===== config.mk =====
export PLATFORM = sky130hd
export DESIGN_NAME = sat_slew_limiter
export DESIGN_NICKNAME = d
export VERILOG_FILES = /design/src/rtl/sat_slew_limiter.sv
export SDC_FILE = /design/constraint.sdc
export NUM_CORES = 1
export LEC_CHECK = 0
export ABC_AREA = 1
export CORE_ASPECT_RATIO = 1.2
export CORE_UTILIZATION = 33
export CTS_CLUSTER_SIZE = 40
export DETAILED_ROUTE_END_ITERATION = 10
export HOLD_SLACK_MARGIN = 0.12
export PLACE_DENSITY = 0.63
export RECOVER_POWER = 100
export SETUP_SLACK_MARGIN = 0.2
export SKIP_CTS_REPAIR_TIMING = 1
export SLEW_MARGIN = 10
export SYNTH_ARGS = -nofsm -noshare
export SYNTH_HDL_FRONTEND = slang
export SYNTH_SLANG_ARGS = --single-unit

===== constraint.sdc =====
create_clock -name clk -period 7.8 [get_ports clk]
set_input_delay 1.56 -clock clk [delete_from_list [all_inputs] [get_ports clk]]
set_output_delay 1.56 -clock clk [all_outputs]
set_load 0.1 [all_outputs]

===== src/rtl/sat_slew_limiter.sv =====
// Serial per-channel clamp and slew-rate limiter for FOC command vectors.
// One channel is processed per cycle. The result is held until downstream accepts it.
module sat_slew_limiter #(
    parameter int N = 16,
    parameter int F = 15,
    parameter int C = 3
) (
    input  logic                clk,
    input  logic                rst_n,
    input  logic                init,
    input  logic                in_valid,
    output logic                in_ready,
    input  logic [C*N-1:0]      in_data,
    input  logic signed [N-1:0] max,
    input  logic signed [N-1:0] min,
    input  logic signed [N-1:0] step,
    output logic                out_valid,
    input  logic                out_ready,
    output logic [C*N-1:0]      out_data,
    output logic [C-1:0]        sat_flags,
    output logic [C-1:0]        slew_flags
);

    localparam int CW = (C > 1) ? $clog2(C) : 1;

    if (C < 1) begin : g_bad_c
        $error("sat_slew_limiter: C must be >= 1");
    end
    if (F < 0 || F >= N) begin : g_bad_f
        $error("sat_slew_limiter: F must lie in [0, N-1]");
    end

    typedef enum logic [1:0] {IDLE, PROC, HOLD} state_t;

    state_t                state_reg, state_next;
    logic [CW-1:0]         ch_reg;
    logic [C*N-1:0]        data_reg;
    logic signed [N-1:0]   max_reg, min_reg, step_reg;
    logic                  init_reg;
    logic                  hist_valid_reg;
    logic                  in_ready_reg;
    logic signed [N-1:0]   prev_reg [C];
    logic [N-1:0]          out_reg  [C];
    logic                  sat_reg  [C];
    logic                  slew_reg [C];

    logic                  accept;
    logic                  last_ch;
    logic                  proc_wr;

    assign accept  = (state_reg == IDLE) && in_ready_reg && in_valid;
    assign last_ch = (ch_reg == CW'(C - 1));
    assign proc_wr = (state_reg == PROC);

    assign in_ready  = in_ready_reg;
    assign out_valid = (state_reg == HOLD);

    always_comb begin
        state_next = state_reg;
        case (state_reg)
            IDLE:    if (accept)    state_next = PROC;
            PROC:    if (last_ch)   state_next = HOLD;
            HOLD:    if (out_ready) state_next = IDLE;
            default:                state_next = IDLE;
        endcase
    end

    // Datapath for the channel currently addressed by ch_reg
    logic signed [N-1:0] x, c, y, prev;
    logic signed [N:0]   c_ext, prev_ext, d, s, up, dn;
    logic                bypass;

    always_comb begin
        x        = data_reg[ch_reg*N +: N];
        prev     = prev_reg[ch_reg];
        if (x > max_reg)      c = max_reg;
        else if (x < min_reg) c = min_reg;
        else                  c = x;
        c_ext    = {c[N-1], c};
        prev_ext = {prev[N-1], prev};
        d        = c_ext - prev_ext;
        s        = step_reg[N-1] ? '0 : {1'b0, step_reg};
        up       = prev_ext + s;
        dn       = prev_ext - s;
        bypass   = !hist_valid_reg || init_reg;
        // y stays between prev and c, so dropping the extension bit never wraps
        if (bypass)      y = c;
        else if (d > s)  y = up[N-1:0];
        else if (d < -s) y = dn[N-1:0];
        else             y = c;
    end

    always_ff @(posedge clk or negedge rst_n) begin
        if (!rst_n) begin
            state_reg      <= IDLE;
            in_ready_reg   <= 1'b0;
            ch_reg         <= '0;
            data_reg       <= '0;
            max_reg        <= '0;
            min_reg        <= '0;
            step_reg       <= '0;
            init_reg       <= 1'b0;
            hist_valid_reg <= 1'b0;
        end else begin
            state_reg    <= state_next;
            in_ready_reg <= (state_next == IDLE);
            if (accept) begin
                data_reg <= in_data;
                max_reg  <= max;
                min_reg  <= min;
                step_reg <= step;
                init_reg <= init;
                ch_reg   <= '0;
            end else if (proc_wr) begin
                ch_reg <= ch_reg + 1'b1;
            end
            if (proc_wr && last_ch) begin
                hist_valid_reg <= 1'b1;
            end
        end
    end

    for (genvar gi = 0; gi < C; gi++) begin : g_ch
        always_ff @(posedge clk or negedge rst_n) begin
            if (!rst_n) begin
                prev_reg[gi] <= '0;
                out_reg[gi]  <= '0;
                sat_reg[gi]  <= 1'b0;
                slew_reg[gi] <= 1'b0;
            end else if (proc_wr && (ch_reg == CW'(gi))) begin
                prev_reg[gi] <= y;
                out_reg[gi]  <= y;
                sat_reg[gi]  <= (c != x);
                slew_reg[gi] <= (y != c);
            end
        end
        assign out_data[gi*N +: N] = out_reg[gi];
        assign sat_flags[gi]       = sat_reg[gi];
        assign slew_flags[gi]      = slew_reg[gi];
    end

endmodule

Word level (Yosys, flattened, before mapping)
Index checks and enable logic that the tools add are counted.
{ "totals": {"ff_bits": 157, "in_bits": 101, "output_inout_bits": 56} }
{ "op_classes": {"n_addsub": 5, "n_lt_le_gt_ge": 5, "n_eq_ne": 6, "shifts": 1, "muxes": 15, "bitwise_logic": 1, "n_reduce_logical": 11} }
{ "op_table": {"columns": ["operator", "n"], "rows": [
  ["2-to-1 mux 16 bit", 7],
  ["indexed part select 48 x 7 -> 16 bit", 1],
  ["binary-select mux 16 bit (select 2 bit)", 1],
  ["inequality test 16 bit", 2],
  ["greater-than comparator 17 x 16 -> 1 bit", 1],
  ["< comparator 17 bit", 1],
  ["negation 15 -> 17 bit", 1],
  ["subtractor 16 x 16 -> 17 bit", 1],
  ["adder 16 bit", 1],
  ["greater-than comparator 16 bit", 1],
  ["< comparator 16 bit", 1],
  ["subtractor 16 bit", 1],
  ["2-to-1 mux 15 bit", 1],
  ["2-to-1 mux 2 bit", 5],
  ["zero test 2 bit", 3],
  ["case mux 2 bit (3 select lines)", 1],
  ["logical AND 1 bit", 5],
  ["== test 2 x 1 -> 1 bit, second input constant", 2],
  ["== test 2 bit, second input constant", 2],
  [">= comparator 3 bit, second input constant", 1],
  ["inverter 2 -> 3 bit", 1],
  ["adder 2 x 1 -> 2 bit, second input constant", 1],
  ["nonzero test 2 bit", 1],
  ["zero test 1 bit", 1],
  ["logical OR 1 bit", 1]
]} }

Depth between registers and ports, before layout
{ "logic_depth": {"word_depth": 10, "ltp_mapped": 58} }

Worst setup path after synthesis
OpenSTA, ideal clock, no wires.
{ "synth_timing": {"kind": "reg-to-reg", "start": "reg ch_reg[0]", "end": "reg slew_reg, in the netlist slew_flags[1]", "setup_time_ns": 0.120, "arrival_ns": 6.386, "required_ns": 7.680, "setup_slack_ns": 1.295, "path_stages_with_launch": 54, "period_less_slack_ns": 6.505, "cell_sequence": "dfrtp_1 > inv_2 > clkbuf_1 > or2_2 > a32oi_1 > inv_1 > ha_1 > a21o_1 > a31oi_1 > o221ai_1 > nand2_1 > nand2_1 > nand2_1 > nand3_1 > inv_1 > clkbuf_1 > nand2_1 > nand2_2 > [18 not listed] > nand4_1 > nor2_1 > nor2_2 > nand2_2 > nand2_2 > nand2_2 > nand2_2 > nand2_2 > inv_2 > buf_6 > nand3_1 > nand2_1 > nor2_1 > nand2_1 > nor2_1 > nand2_1 > nand2_1 > nand2_1"} }
{ "synth_via": {"elab_chain_cells": 10} }
{ "synth_rtl": {"columns": ["element", "line_no", "rtl"], "rows": [
  ["start: declaration", "36", "logic [CW-1:0] ch_reg;"],
  ["start signal: assignment", "115", "ch_reg <= ch_reg + 1'b1;"],
  ["indexed part select 48 x 7 -> 16 bit or inverter 2 -> 3 bit (tied branches)", "74, 75", null],
  ["< comparator 16 bit or binary-select mux 16 bit (select 2 bit) (tied branches)", "77, 75", null],
  ["2-to-1 mux 16 bit, on equally long branches", "77, 75", null],
  ["2-to-1 mux 16 bit, on equally long branches", "76, 75", null],
  ["subtractor 16 x 16 -> 17 bit", "81", "d = c_ext - prev_ext;"],
  ["< comparator 17 bit", "89", "else if (d < -s) y = dn[N-1:0];"],
  ["2-to-1 mux 16 bit", "89", null],
  ["2-to-1 mux 16 bit", "88", "else if (d > s) y = up[N-1:0];"],
  ["2-to-1 mux 16 bit", "87", "if (bypass) y = c;"],
  ["inequality test 16 bit", "134", "slew_reg[gi] <= (y != c);"],
  ["end signal: indexed assignment", "134", null],
  ["end: declaration", "45", "logic slew_reg [C];"]
]} }
Several ways; a longest one is shown, not always the timed one. The select of a mux whose other input is x is not followed.
A chain may end at the register's enable or synchronous reset.

Worst setup path after layout
{ "layout_timing": {"start": "reg ch_reg[0]", "end": "reg prev_reg[2] (netlist bit)"} }
{ "layout_via": {"elab_chain_cells": 9} }
{ "layout_rtl": {"columns": ["element", "line_no", "rtl"], "rows": [
  ["indexed part select 48 x 7 -> 16 bit or inverter 2 -> 3 bit (tied branches)", "74, 75", null],
  ["< comparator 16 bit or binary-select mux 16 bit (select 2 bit) (tied branches)", "77, 75", null],
  ["2-to-1 mux 16 bit, on equally long branches", "77, 75", null],
  ["2-to-1 mux 16 bit, on equally long branches", "76, 75", null],
  ["subtractor 16 x 16 -> 17 bit", "81", null],
  ["< comparator 17 bit", "89", null],
  ["2-to-1 mux 16 bit", "89", null],
  ["2-to-1 mux 16 bit", "88", null],
  ["2-to-1 mux 16 bit", "87", null],
  ["end signal: indexed assignment", "131", "prev_reg[gi] <= y;"],
  ["end: declaration", "42", "logic signed [N-1:0] prev_reg [C];"]
]} }
Several ways; a longest one is shown, not always the timed one. The select of a mux whose other input is x is not followed.

==> metrics.txt <==
status complete, but fails checks; failing checks capacitance limit, slew limit; Post-Place Setup Slack -0.08357 ns; WL/cell 17.74 um; nets 2021; max-slew violation count 224; Clk Latency, worst-skew pair 0.45 ns; most common cell after layout, fill and taps aside nand2_1; CP max FO 34; max FFs per register 48; Yosys cell types 50; CTS max path bufs 2; Tmin final 7.126 ns; met1 WL 16410 um; input/output buffers 156; max incr delay on CP 0.45 ns; Fmax 140.3 MHz; register area 3929 um2; routed length on met3 1858 um; Synth area leader dfrtp_1; H-tree depth 4; initial antenna violation count 0; via/cell ratio 5.092; Remaining Overflow, GRT 0; Final Cell Area 15240 um2; drt total wl 40710 um; CTS Root Cell clkbuf_16; warning count from the yosys run 0; layout cells sized above 1 12.36%; post-detail-place hpwl 32540 um; setup ws final 0.6735 ns; commonest non-fill, non-tap cells in the layout nand2_1, inv_1, dfrtp_1, nor2_1, a21oi_1; Max Used Layer met4; pin count of the biggest net entering global routing 92; area of the multi-input gates 7518 um2; Hold Fails Final Rpt 0; Routed Antenna Nets 0; GP Congestion 0.9937; Starting Density 33.62%; first-pass GRT wire length 62630 um; Cell Area, Placed 14430 um2; Worst-path clk slew 0.07 ns; worst endpoint data arrival time 7.48 ns; Startpoint Class flop; # fillers 3781; Die ar. 38380 um2; ANT cells 0; final setup violation count 0; Layout area overhead 22.86%; top cell type's share of synthesized area 31.67%; Cells after Synth 1665; CTS Buf Count 17; most used cell, CP nand2_1; WP data required 8.16 ns; Die Span Y 214.4 um; CTS sink count 157; # IOs 157; met2 WL 20120 um; fin crit share 91.37%; DRC Markers 0; sequential fraction of the synthesis area 31.67%; DRT Pass-1 Iters 5; MaxCap Viol Count 3; Max Clock Skew 0.01489 ns; final core occ 41.31%; # rows 77; worst hold slack 0.4640 ns; Tightest Pin Transition 4.713 ns; overall routing resource usage 21.53%; CTS tree built; Synthesized Nets 1878; total number of vias 11690; Synth Flop Type dfrtp_1; synthesized flop and latch total 157; Post-synth EDFFs 0; Synth Cell Area 12410 um2; Die Wd 179.0 um; RSZ-0062 raised after global routing false; core footprint 36900 um2; async set or reset register ratio after synthesis 100.0%; largest cells by area after synthesis dfrtp_1, nand2_1, ha_1; CP Capture Type flop; normalized max-slew margin -214.2%; vias in the first global route 11460; Syn Area/Cell 7.452 um2; Detailed Route Iter0 Violations 686; CP max-delay cell dfrtp_1; crit path kind reg2reg; reg2reg setup slack 0.67 ns; worst hold path type reg2reg
-- final timing paths --
kind                       cells past startpoint                       start                          to
hold / removal                                 2  hist_valid_reg$_DFFE_PN0P_  hist_valid_reg$_DFFE_PN0P_
setup reg to reg                              44       ch_reg[0]$_DFFE_PN0P_     prev_reg[2]$_DFFE_PN0P_
hold reg to reg                                2  hist_valid_reg$_DFFE_PN0P_  hist_valid_reg$_DFFE_PN0P_
min in group asynchronous                      1                       rst_n     data_reg[2]$_DFFE_PN0P_
max in group asynchronous                      2                       rst_n    out_data[15]$_DFFE_PN0P_
setup / recovery                              44       ch_reg[0]$_DFFE_PN0P_     prev_reg[2]$_DFFE_PN0P_
-- worst max-delay path: cells and delay by family, from the launching register on --
kind / cells / cell delay [ns]
fa+ha+maj: 4 / 1.07
compound gates: 8 / 1.67
buf+inv: 8 / 1.02
simple gates: 24 / 2.81
flops: 1 / 0.45
-- synthesized netlist by cell type (5+ instances only) --
| cell type | n |
|---|---|
| a21oi_1 | 112 |
| a32oi_1 | 15 |
| buf_1 | 8 |
| buf_6 | 5 |
| clkbuf_1 | 39 |
| dfrtp_1 | 157 |
| ha_1 | 109 |
| inv_1 | 222 |
| inv_2 | 9 |
| mux2_2 | 60 |
| nand2_1 | 400 |
| nand2_2 | 25 |
| nand3_1 | 80 |
| nand3_2 | 6 |
| nand3b_1 | 10 |
| nand4_1 | 32 |
| nor2_1 | 111 |
| nor3_1 | 9 |
| o21a_1 | 17 |
| o21ai_0 | 81 |
| o21ai_1 | 7 |
| o21bai_1 | 7 |
| or2_2 | 31 |
| xnor2_1 | 5 |
| xor2_1 | 55 |
-- kinds of logic (layout without fill, tap and decap cells) --
kind of cell / count (synthesis) / after routing / synth area share [%]
fa+ha+maj: 112 / 112 / 11.48
compound gates: 270 / 270 / 12.59
flops: 157 / 157 / 31.67
mux: 60 / 60 / 5.446
xor+xnor: 60 / 60 / 4.236
simple gates: 715 / 717 / 25.36
buf+inv: 291 / 445 / 9.227
-- routing by layer --
| metal | track usage (%) | vias up |
|---|---|---|
| met3 | 3.280 | 106 |
| met5 | 0 | - |
| met1 | 25.50 | 5515 |
| met4 | 12.46 | 0 |
| met2 | 36.47 | 350 |
| li1 | - | 5715 |
-- final cells by class --
| class | count | area share [%] |
|---|---|---|
| clock buffers | 18 | 2.881 |
| clock inverters | 14 | 1.001 |
| inverters | 233 | 5.811 |
| multi-input cells | 1219 | 49.32 |
| flip-flops and latches | 157 | 25.77 |
| well taps | 474 | 3.891 |
| repair buffers | 180 | 11.32 |
-- through the flow --
| stage | TNS, ns | std cells |
|---|---|---|
| 2_1_floorplan | 0 | 1665 |
| 3_3_place_gp | -0.1200 | 2255 |
| 3_5_place_dp | -0.1915 | 2255 |
| 4_1_cts | -0.3834 | 2287 |
| 5_1_grt | 0 | 2295 |
| 6_report | 0 | 2295 |
Power is not shown: default switching activity piles up to over one toggle a cycle in this logic, so the estimate is an artifact.
